===== src/rtl/tdm_pkg.sv =====
// Shared types and helpers for the TDM channel multiplexer.
package tdm_pkg;

    localparam int unsigned NUM_CH = 8;
    localparam int unsigned ADDR_W = 3;

    typedef enum logic [1:0] {
        IDLE  = 2'd0,
        SETUP = 2'd1,
        DRIVE = 2'd2,
        GAP   = 2'd3
    } tdm_state_e;

    typedef struct packed {
        logic              found;
        logic [ADDR_W-1:0] idx;
    } slot_sel_t;

    // Lowest set bit of mask at or above index 'from'; from == NUM_CH yields found=0.
    function automatic slot_sel_t next_enabled(input logic [NUM_CH-1:0] mask,
                                               input logic [ADDR_W:0]   from);
        slot_sel_t         r;
        logic [ADDR_W-1:0] bit_idx;
        r = '0;
        for (int unsigned k = 0; k < NUM_CH; k++) begin
            bit_idx = ADDR_W'(NUM_CH - 1 - k);
            if (mask[bit_idx] && ({1'b0, bit_idx} >= from)) begin
                r.found = 1'b1;
                r.idx   = bit_idx;
            end
        end
        return r;
    endfunction

endpackage


===== src/rtl/tdm_next_slot.sv =====
// Combinational priority finder: next enabled channel at or above a start index.
module tdm_next_slot
    import tdm_pkg::*;
(
    input  logic [NUM_CH-1:0] mask,
    input  logic [ADDR_W:0]   from,
    output logic              found,
    output logic [ADDR_W-1:0] idx
);

    slot_sel_t sel;

    always_comb begin
        sel   = next_enabled(mask, from);
        found = sel.found;
        idx   = sel.idx;
    end

endmodule


===== src/rtl/tdm_channel_mux.sv =====
// Round-robin TDM scanner of 8 channels onto d with slot address {a0,a1,a2}.
// Optional TDM_CHANNEL_MUX_SNAPSHOT_EN: capture ch_in at frame start and transmit that snapshot.
module tdm_channel_mux
    import tdm_pkg::*;
#(
    parameter int unsigned DWELL = 4,
    parameter int unsigned IFG   = 2
) (
    input  logic              clk,
    input  logic              rst_n,
    input  logic              en,
    input  logic [NUM_CH-1:0] ch_in,
    input  logic [NUM_CH-1:0] ch_mask,
    output logic              d,
    output logic              a0,
    output logic              a1,
    output logic              a2,
    output logic              strobe,
    output logic              frame_start,
    output logic              busy
);

    localparam int unsigned CNT_W      = 8;
    localparam logic [CNT_W-1:0] DWELL_LAST = CNT_W'(DWELL - 1);
    localparam logic [CNT_W-1:0] IFG_LAST   = CNT_W'(IFG - 1);

    tdm_state_e        state_q, state_d;
    logic [NUM_CH-1:0] mask_q, mask_d;
    logic [ADDR_W-1:0] idx_q, idx_d;
    logic [CNT_W-1:0]  cnt_q, cnt_d;
    logic [ADDR_W-1:0] addr_d;
    logic              d_d, strobe_d, fs_d, busy_d;
    logic              start_frame;
    logic [NUM_CH-1:0] src;

    logic              first_found, next_found;
    logic [ADDR_W-1:0] first_idx, next_idx;

    tdm_next_slot u_first (
        .mask  (ch_mask),
        .from  ('0),
        .found (first_found),
        .idx   (first_idx)
    );

    tdm_next_slot u_next (
        .mask  (mask_q),
        .from  ({1'b0, idx_q} + 1'b1),
        .found (next_found),
        .idx   (next_idx)
    );

`ifdef TDM_CHANNEL_MUX_SNAPSHOT_EN
    logic [NUM_CH-1:0] snap_q;

    always_ff @(posedge clk or negedge rst_n) begin
        if (!rst_n) begin
            snap_q <= '0;
        end else if (start_frame) begin
            snap_q <= ch_in;
        end
    end

    assign src = snap_q;
`else
    assign src = ch_in;
`endif

    always_comb begin
        state_d     = state_q;
        mask_d      = mask_q;
        idx_d       = idx_q;
        cnt_d       = cnt_q;
        addr_d      = {a0, a1, a2};
        start_frame = 1'b0;

        case (state_q)
            IDLE: begin
                if (en && first_found) begin
                    start_frame = 1'b1;
                end
            end
            SETUP: begin
                state_d = DRIVE;
                cnt_d   = '0;
            end
            DRIVE: begin
                if (cnt_q == DWELL_LAST) begin
                    if (!en) begin
                        state_d = IDLE;
                    end else if (next_found) begin
                        state_d = SETUP;
                        idx_d   = next_idx;
                        addr_d  = next_idx;
                    end else if (IFG == 0) begin
                        // No gap: restart directly, as GAP's exit would.
                        if (first_found) begin
                            start_frame = 1'b1;
                        end else begin
                            state_d = IDLE;
                        end
                    end else begin
                        state_d = GAP;
                        cnt_d   = '0;
                    end
                end else begin
                    cnt_d = cnt_q + 1'b1;
                end
            end
            GAP: begin
                if (cnt_q == IFG_LAST) begin
                    if (en && first_found) begin
                        start_frame = 1'b1;
                    end else begin
                        state_d = IDLE;
                    end
                end else begin
                    cnt_d = cnt_q + 1'b1;
                end
            end
            default: state_d = IDLE;
        endcase

        if (start_frame) begin
            state_d = SETUP;
            mask_d  = ch_mask;
            idx_d   = first_idx;
            addr_d  = first_idx;
        end

        fs_d     = start_frame;
        strobe_d = (state_d == DRIVE);
        d_d      = strobe_d & src[idx_d];
        busy_d   = (state_d != IDLE);
    end

    always_ff @(posedge clk or negedge rst_n) begin
        if (!rst_n) begin
            state_q      <= IDLE;
            mask_q       <= '0;
            idx_q        <= '0;
            cnt_q        <= '0;
            {a0, a1, a2} <= '0;
            d            <= 1'b0;
            strobe       <= 1'b0;
            frame_start  <= 1'b0;
            busy         <= 1'b0;
        end else begin
            state_q      <= state_d;
            mask_q       <= mask_d;
            idx_q        <= idx_d;
            cnt_q        <= cnt_d;
            {a0, a1, a2} <= addr_d;
            d            <= d_d;
            strobe       <= strobe_d;
            frame_start  <= fs_d;
            busy         <= busy_d;
        end
    end

endmodule


===== config.mk =====
export PLATFORM = sky130hd
export DESIGN_NAME = tdm_channel_mux
export DESIGN_NICKNAME = d
export VERILOG_FILES = /design/src/rtl/tdm_pkg.sv /design/src/rtl/tdm_next_slot.sv /design/src/rtl/tdm_channel_mux.sv
export SDC_FILE = /design/constraint.sdc
export NUM_CORES = 1
export LEC_CHECK = 0
export CAP_MARGIN = 15
export CORE_MARGIN = 4
export CORE_UTILIZATION = 57
export DETAILED_ROUTE_END_ITERATION = 12
export DONT_BUFFER_PORTS = 1
export PLACE_DENSITY = 0.8
export SETUP_SLACK_MARGIN = 0.3
export SKIP_CTS_REPAIR_TIMING = 1
export SYNTH_ARGS = -nofsm -noshare
export SYNTH_HDL_FRONTEND = slang
export SYNTH_SLANG_ARGS = --single-unit

===== constraint.sdc =====
create_clock -name clk -period 2.7 [get_ports clk]
set_input_delay 0.81 -clock clk [delete_from_list [all_inputs] [get_ports clk]]
set_output_delay 0.81 -clock clk [all_outputs]
set_load 0.01 [all_outputs]

* After elaboration in Yosys (flattened, before gate mapping)
Cells that the tools add are included.
Operators by class: add/subtract/negate cells 2, magnitude comparators 9, eq/ne operators 9, mux-type cells 43, bitwise operators 1, reduce and logical (&&, ||, !) cells 18
Operators by type and width (count):
- $mux W4 | 16
- $mux W8 | 4
- $mux W3 | 10
- $pmux W8 S3 | 1
- $ge A3 B4 Y1 const A | 4
- $mux W2 | 6
- $reduce_bool A2 Y1 | 5
- $logic_and A1 B1 Y1 | 9
- $add A8 B1 Y8 const B | 1
- $eq A8 B1 Y1 const B | 1
- $eq A8 B2 Y1 const B | 1
- $ge A1 B4 Y1 const A | 2
- $ge A2 B4 Y1 const A | 2
- $reduce_and A4 Y1 | 2
- $eq A2 B2 Y1 const B | 3
- $ne A3 B3 Y1 const B | 2
- $pmux W2 S3 | 1
- $add A3 B1 Y4 const B | 1
- $lt A3 B4 Y1 const B | 1
- $bmux W1 S3 | 1
- $mux W1 | 3
- $reduce_bool A3 Y1 | 1
- $eq A2 B1 Y1 const B | 1
- $logic_not A2 Y1 | 1
- other kinds (3) | 3
Storage, ports and cells: register bits 28, input port bits 19

* Logic depth before layout (Yosys ltp)
Gate-level depths: netlist of run 1.
word-level depth 19, mapped depth 12, gate-level depth less buffers 12

* Modules after synthesis
A second synthesis of run 1 with hierarchy kept.
Second synthesis, totals: cell total of the unflattened synthesis 247, area, all modules 2005.7 sq um
Modules (own cells, without submodules):
- tdm_channel_mux | instances 1, cells an instance 169, area an instance 1527.7 sq um
- tdm_next_slot | instances 2, cells an instance 39, area an instance 239.0 sq um

* Worst setup path after synthesis of run 1
OpenSTA, ideal clock, no wires.
path type input to register, start input port ch_mask[0], end register d, library setup time 0.139 ns, arrival 2.591 ns, slack -0.031 ns, stages on the path 9, path buffers 1, path through nor4_1 -> a21oi_1 -> o21ai_1 -> inv_2 -> buf_2 -> a21oi_4 -> o21ai_0 -> a2111oi_0 -> nor4b_1
On the way: cells in the longest elaborated chain, start to end 9, elaborated cells between the ends (all ways) 14, classes of those cells eq/ne: 1; mux: 11; bitwise: 1; reduce/logical: 1
RTL lines:
- from (decl) | RTL line tdm_channel_mux.sv:13 | input logic [NUM_CH-1:0] ch_mask,
- $mux W4 (*) | RTL line tdm_pkg.sv:27 | if (mask[bit_idx] && ({1'b0, bit_idx} >= from)) begin
- $logic_and A1 B1 Y1 (*) | RTL line tdm_channel_mux.sv:79, tdm_channel_mux.sv:112
- $mux W1 (*) | RTL line tdm_channel_mux.sv:79, tdm_channel_mux.sv:112
- $mux W1 | RTL line tdm_channel_mux.sv:111 | if (cnt_q == IFG_LAST) begin
- $pmux W1 S2 (*) | RTL line tdm_channel_mux.sv:77 | case (state_q)
- net fs_d | RTL line tdm_channel_mux.sv:32 | logic d_d, strobe_d, fs_d, busy_d;
- $mux W3 | RTL line tdm_channel_mux.sv:124 | if (start_frame) begin
- $bmux W1 S3 | RTL line tdm_channel_mux.sv:133 | d_d = strobe_d & src[idx_d];
- $mux W1 (implied by the code) | RTL line tdm_channel_mux.sv:133
- $and A1 B1 Y1 (*) | RTL line tdm_channel_mux.sv:133
- net d_d | RTL line tdm_channel_mux.sv:32
- to (signal assigned) | RTL line tdm_channel_mux.sv:144 | d <= 1'b0;
- to (signal assigned) | RTL line tdm_channel_mux.sv:154 | d <= d_d;
- to (decl) | RTL line tdm_channel_mux.sv:14 | output logic d,
The timed path passes the listed nets; every way through them passes the cells marked *. The select of a mux whose other input is x is not followed. A chain may end at the register's enable or synchronous reset.

* Worst setup path after layout of run 1
start register cnt_q[3], end register d
On the way: cells in the longest elaborated chain, start to end 7, elaborated cells between the ends (all ways) 15, classes of those cells eq/ne: 3; mux: 11; bitwise: 1
RTL lines:
- from (decl) | RTL line tdm_channel_mux.sv:30 | logic [CNT_W-1:0] cnt_q, cnt_d;
- from (signal assigned) | RTL line tdm_channel_mux.sv:152 | cnt_q <= cnt_d;
- $eq A8 B1 Y1 or $eq A8 B2 Y1 (tied branches) | RTL line tdm_channel_mux.sv:111, tdm_channel_mux.sv:88
- $mux W1 or $mux W3 (tied branches) | RTL line tdm_channel_mux.sv:111, tdm_channel_mux.sv:88
- $pmux W1 S2 or $mux W3 (tied branches) | RTL line tdm_channel_mux.sv:77
- $mux W3 | RTL line tdm_channel_mux.sv:124
- $bmux W1 S3 | RTL line tdm_channel_mux.sv:133
- $mux W1 (implied by the code) | RTL line tdm_channel_mux.sv:133
- $and A1 B1 Y1 (*) | RTL line tdm_channel_mux.sv:133
- net d_d | RTL line tdm_channel_mux.sv:32
Marks and branches as above.

==> flow_summary.json, run 1 <==
{
  "status": "complete, but fails checks",
  "violations": "setup timing",
  "start_util_pct": 60.5,
  "tritoncts": "built",
  "ff2ff_setup_slack_ps": -240,
  "worstSetupEndpointType": "flop",
  "yosysWarnings": 0,
  "mostFrequentLayoutCells": "nand2_1 (41), buf_4 (30), dfrtp_1 (26)",
  "synth_edf_count": 0,
  "drt_iter0_drc": 147,
  "die_w_um": 65.2,
  "coreArea_um2": 3080,
  "die_area_um2": 4250,
  "min_path_type": "input port to asynchronous set/reset pin",
  "hold_ws_ps": 151,
  "grtUsageTotal_pct": 22.5,
  "synthesis.nets": 244,
  "cts_root_buf": "clkbuf_4",
  "fin_crit_sh_pct": 109,
  "via_per_inst": 6.16,
  "cpPeakStageDelay_ps": 580,
  "synth_largest_area_cell": "dfrtp_1",
  "critPathMaxFanout": 5,
  "dp_cells": 281,
  "layout_setup_ws_ps": -236,
  "drv_cap": 0,
  "diodes": 0,
  "cts_num_sinks": 28,
  "layout_commonest_cell": "nand2_1",
  "worst-setup-path-type": "flop to flop",
  "synth.cell_area_um2": 1860,
  "rr_worst_depth": 10,
  "rows": 20,
  "finalNonFillerCells": 295,
  "crit_start": "cnt_q[3]",
  "grt_max_degree": 29,
  "setup-tns-final_ps": -236,
  "clk_pin_slew_ps": 150,
  "dp_hpwl_mm": 3.48,
  "crit_slowest_cell": "or4_4",
  "io_buffers": 0,
  "finClkSkew_ps": 2.38,
  "cp-start-kind": "flop",
  "cp_cell_sequence": "or4_4, nor4b_4, and3_4, o31ai_4, buf_6, a21oi_4, nand3_1, o21ai_1, a2111oi_4, nor4b_2",
  "required_ps": 2940,
  "syn_avg_cell_area_um2": 8.63,
  "wl_mm": 5.30,
  "postSynth.asyncResetShare_pct": 100,
  "ys_ff_latch": 28,
  "ys_seq_area_share_pct": 37.6,
  "antenna_found_initial": 0,
  "final_hold_viol_count": 0,
  "numCtsBuffers": 3,
  "ys.flop_type": "dfrtp_1",
  "vias": 1818,
  "ir_worst_vdd_v": 0.000701,
  "drv_slew": 0,
  "fillCellCount": 215,
  "power_density_nw_per_um2": 1160,
  "overflow": 0,
  "max_freq_mhz": 341,
  "worstMarginPinSlew_ps": 429,
  "crit_path_end": "d",
  "clock_latency_ps": 320,
  "period_needed_ps": 2940,
  "clock_path_buffers": 2,
  "grt_pass1_vias": 1708,
  "finalSetupViolCount": 1,
  "firstDrtPassIters": 5,
  "dieHeight_um": 65.2,
  "power_w": 0.00279,
  "syn_to_final_growth_pct": 28.9,
  "ant_nets": 0,
  "leakage_nw": 1.06,
  "rsz0062_at_grt": "yes",
  "drc": 0,
  "reg2reg_from": "cnt_q[3]",
  "place.gp.congestion": 0.925,
  "wire_per_inst_um": 18.0,
  "fin_nets": 280,
  "cp.arrival_ps": 3170,
  "ys_types": 48,
  "drive_above_1_share_pct": 30.3,
  "floorplan.io_pins": 26,
  "syn-instance-count": 216,
  "relSlewSlack_pct": 71.1,
  "synth_area_leaders": "dfrtp_1 (38%), nand2_1 (8.3%), ha_1 (6.0%)",
  "synth_top_cell_area_share_pct": 37.6,
  "r2r-end": "d",
  "grt_first_pass_wirelength_mm": 7.55,
  "htree_levels": 1
}
through the flow:
step / utilization [%] / setup WS [ps] / cell area, um^2
2_1_floorplan: - / 153 / 1900
3_3_place_gp: 68.9 / 35.5 / 2120
3_5_place_dp: 68.9 / -189 / 2120
4_1_cts: 70.7 / -240 / 2170
5_1_grt: 78.0 / -356 / 2400
6_report: 78.0 / -236 / 2400
power by group:
group / total (W) / switching [W] / internal (W)
Sequential: 0.000767 / 0.000191 / 0.000576
Combinational: 0.00175 / 0.000967 / 0.000782
Clock: 0.000274 / 0.000124 / 0.000150
Total: 0.00279 / 0.00128 / 0.00151
cell usage after synthesis (6+ instances only):
master / instances
dfrtp_1: 28
inv_1: 10
a21oi_1: 13
nand3_1: 9
o21ai_0: 13
xor2_1: 6
nand2b_1: 6
ha_1: 9
nand2_1: 41
nor2_1: 19
sequential cells by signal (all words and copies together), names as in the netlist, 2 cells and up:
name and cells:
cnt_q 8, mask_q 8, idx_q 3, state_q 2
worst min-delay path by stage:
stage	from	endpoint	slack, ps	depth (start not counted)
2_1_floorplan	mask_q[0]	mask_q[0]	450	2
3_3_place_gp	mask_q[0]	mask_q[0]	490	2
3_5_place_dp	rst_n	cnt_q[5]	510	0
4_1_cts	rst_n	cnt_q[5]	140	0
5_1_grt	rst_n	cnt_q[5]	110	0
6_report	rst_n	cnt_q[5]	150	0
cell families (layout without fill, tap and decap cells):
group / after synthesis / after routing / share of synthesized area [%]
adders and majority gates: 9 / 9 / 6.04
DFF: 28 / 28 / 37.6
muxes: 1 / 1 / 0.604
AOI/OAI and AO/OA: 54 / 55 / 21.0
xor gates and xnor gates: 7 / 7 / 3.29
and+or+nand+nor: 103 / 103 / 28.5
buffers and inverters: 14 / 48 / 2.95
routing by layer:
layer	part of all wire, %	GRT usage (%)	vias to the layer above
li1	-	-	839
met5	0	0	-
met2	53	42.4	84
met1	38	26.0	877
met3	6.4	3.93	18
met4	2.6	5.70	0
layout make-up:
class	instances	area (um^2)	area share (%)
Tap cell	44	55.1	2.29
Inverter	11	41.3	1.72
Timing Repair Buffer	33	253	10.5
Clock inverter	1	30.0	1.25
Multi-Input combinational cell	175	1300	54.0
Sequential cell	28	703	29.3
Clock buffer	3	22.5	0.938
worst max-delay path, delay by kind of cell, from the launching register on:
| kind | cells | cell delay [ps] |
|---|---|---|
| AND/OR/NAND/NOR | 5 | 1640 |
| AO/OA/AOI/OAI | 4 | 650 |
| flip-flops | 1 | 420 |
| buffers and inverters | 1 | 160 |
Note: power is estimated with default switching activity, not from simulation.
==> inputs of run 2 (changes only) <==
--- a/config.mk
+++ b/config.mk
@@ -5,7 +5,9 @@
 export SDC_FILE = /design/constraint.sdc
 export NUM_CORES = 1
 export LEC_CHECK = 0
+export ABC_CLOCK_PERIOD_IN_PS = 2700
 export CAP_MARGIN = 15
+export CORE_ASPECT_RATIO = 1.2
 export CORE_MARGIN = 4
 export CORE_UTILIZATION = 57
 export DETAILED_ROUTE_END_ITERATION = 12
==> flow_summary.json, run 2 (same netlist as run 1, synthesis figures left out) <==
{
  "wire_per_inst_um": 17.3,
  "layout_setup_ws_ps": -53.9,
  "tritoncts": "built",
  "clock_path_buffers": 2,
  "cpPeakStageDelay_ps": 550,
  "critical_path_buf_inv_count": 1,
  "overflow": 0,
  "dp_cells": 274,
  "required_ps": 2940,
  "worstSetupEndpointType": "flop",
  "fillCellCount": 221,
  "coreArea_um2": 3110,
  "violations": "setup timing",
  "clk_pin_slew_ps": 150,
  "layout_commonest_cell": "nand2_1",
  "critPathMaxFanout": 4,
  "cp-start-kind": "flop",
  "firstDrtPassIters": 4,
  "cp.arrival_ps": 2990,
  "vias": 1753,
  "antenna_found_initial": 0,
  "design_area_um2": 2380,
  "clock_latency_ps": 330,
  "drv_cap": 0,
  "cts_num_sinks": 28,
  "period_needed_ps": 2750,
  "via_per_inst": 6.15,
  "drt_iter0_drc": 83,
  "syn_to_final_growth_pct": 27.5,
  "drive_above_1_share_pct": 30.5,
  "ir_worst_vdd_v": 0.000856,
  "placed_cell_area_um2": 2120,
  "crit_slowest_cell": "or4_4",
  "dp_hpwl_mm": 3.44,
  "power_w": 0.00278,
  "cts_root_buf": "clkbuf_4",
  "die_area_um2": 4250,
  "finish.utilization_pct": 76.4,
  "leakage_nw": 1.06,
  "rr_worst_depth": 9,
  "finalSetupViolCount": 1,
  "r2r-end": "d",
  "status": "complete, but fails checks",
  "worstMarginPinSlew_ps": 363,
  "htree_levels": 1,
  "numCtsBuffers": 3,
  "relSlewSlack_pct": 75.6,
  "largestRegisters": "cnt_q: 8 flops, mask_q: 8 flops, idx_q: 3 flops",
  "grt_pass1_vias": 1718,
  "mostFrequentLayoutCells": "nand2_1 (39), buf_4 (29), dfrtp_1 (26)",
  "grt_max_degree": 29,
  "dieHeight_um": 70.6,
  "wl_mm": 4.94,
  "place.gp.congestion": 0.956,
  "diodes": 0,
  "min_path_type": "input port to asynchronous set/reset pin",
  "regArea_um2": 703,
  "grtUsageTotal_pct": 22.4,
  "reg2reg_from": "cnt_q[4]",
  "finalNonFillerCells": 285,
  "cpLargestDelayFamily": "simple AND/OR/NAND/NOR gates",
  "rsz0062_at_grt": "yes",
  "final_hold_viol_count": 0,
  "max_freq_mhz": 363,
  "rows": 22,
  "grt_first_pass_wirelength_mm": 7.49,
  "multi_input_area_um2": 1290,
  "power_density_nw_per_um2": 1170,
  "drc": 0,
  "io_buffers": 0,
  "fin_crit_sh_pct": 102,
  "start_util_pct": 59.9,
  "cp_cell_sequence": "or4_4, nor4b_4, and3_4, o31ai_4, buf_6, a311oi_4, a211oi_1, a22o_1, nor4b_2",
  "drv_slew": 0,
  "floorplan.io_pins": 26,
  "ant_nets": 0,
  "ff2ff_setup_slack_ps": -50,
  "finClkSkew_ps": 5.62,
  "die_w_um": 60.2,
  "worst-setup-path-type": "flop to flop",
  "fin_nets": 278
}
[run 2: changes by cell type in the layout (fill, tap and decap cells not counted), moves of 2 or more]
| cell | delta |
|---|---|
| a2111oi_4 | -2 |
| a2111oi_2 | +2 |
| nand2_1 | -2 |
| nand2_2 | +2 |
[run 2: report_power, final]
group	total, W	switching, W	internal, W
clock network	0.000272	0.000122	0.000150
registers	0.000774	0.000198	0.000576
logic	0.00173	0.000918	0.000813
total	0.00278	0.00124	0.00154
[run 2: routing by layer]
layer | share of wire, % | up-vias | wire [um] | GRT usage (%)
li1 | - | 836 | - | -
met1 | 37 | 868 | 1850 | 26.7
met2 | 56 | 41 | 2790 | 39.2
met4 | 1.5 | 0 | 72 | 7.39
met3 | 4.7 | 8 | 231 | 4.38
met5 | 0 | - | 0 | 0
[run 2: cell type report]
type	instances	share of cell area, %
Clock buffer	3	0.948
Sequential cell	28	29.6
Multi-Input combinational cell	175	54.4
Clock inverter	1	1.26
Inverter	11	1.74
Tap cell	36	1.90
Timing Repair Buffer	31	10.1
[run 2: metrics by stage]
stage,worst slack [ps],setup TNS [ps],hold WS [ps]
3_5_place_dp,-146,-146,515
6_report,-53.9,-53.9,147
2_1_floorplan,153,0,445
3_3_place_gp,-21.5,-21.5,485
5_1_grt,-155,-155,115
4_1_cts,-177,-177,132
[run 2: worst max path at each step]
stage	from	to	slack (ps)	cells after the start
finish	cnt_q[4]	d	-50	9
CTS	idx_q[1]	d	-180	11
global route	cnt_q[4]	d	-160	9
global placement	idx_q[1]	d	-20	11
detailed placement	idx_q[1]	d	-150	11
floorplan	cnt_q[3]	d	150	8
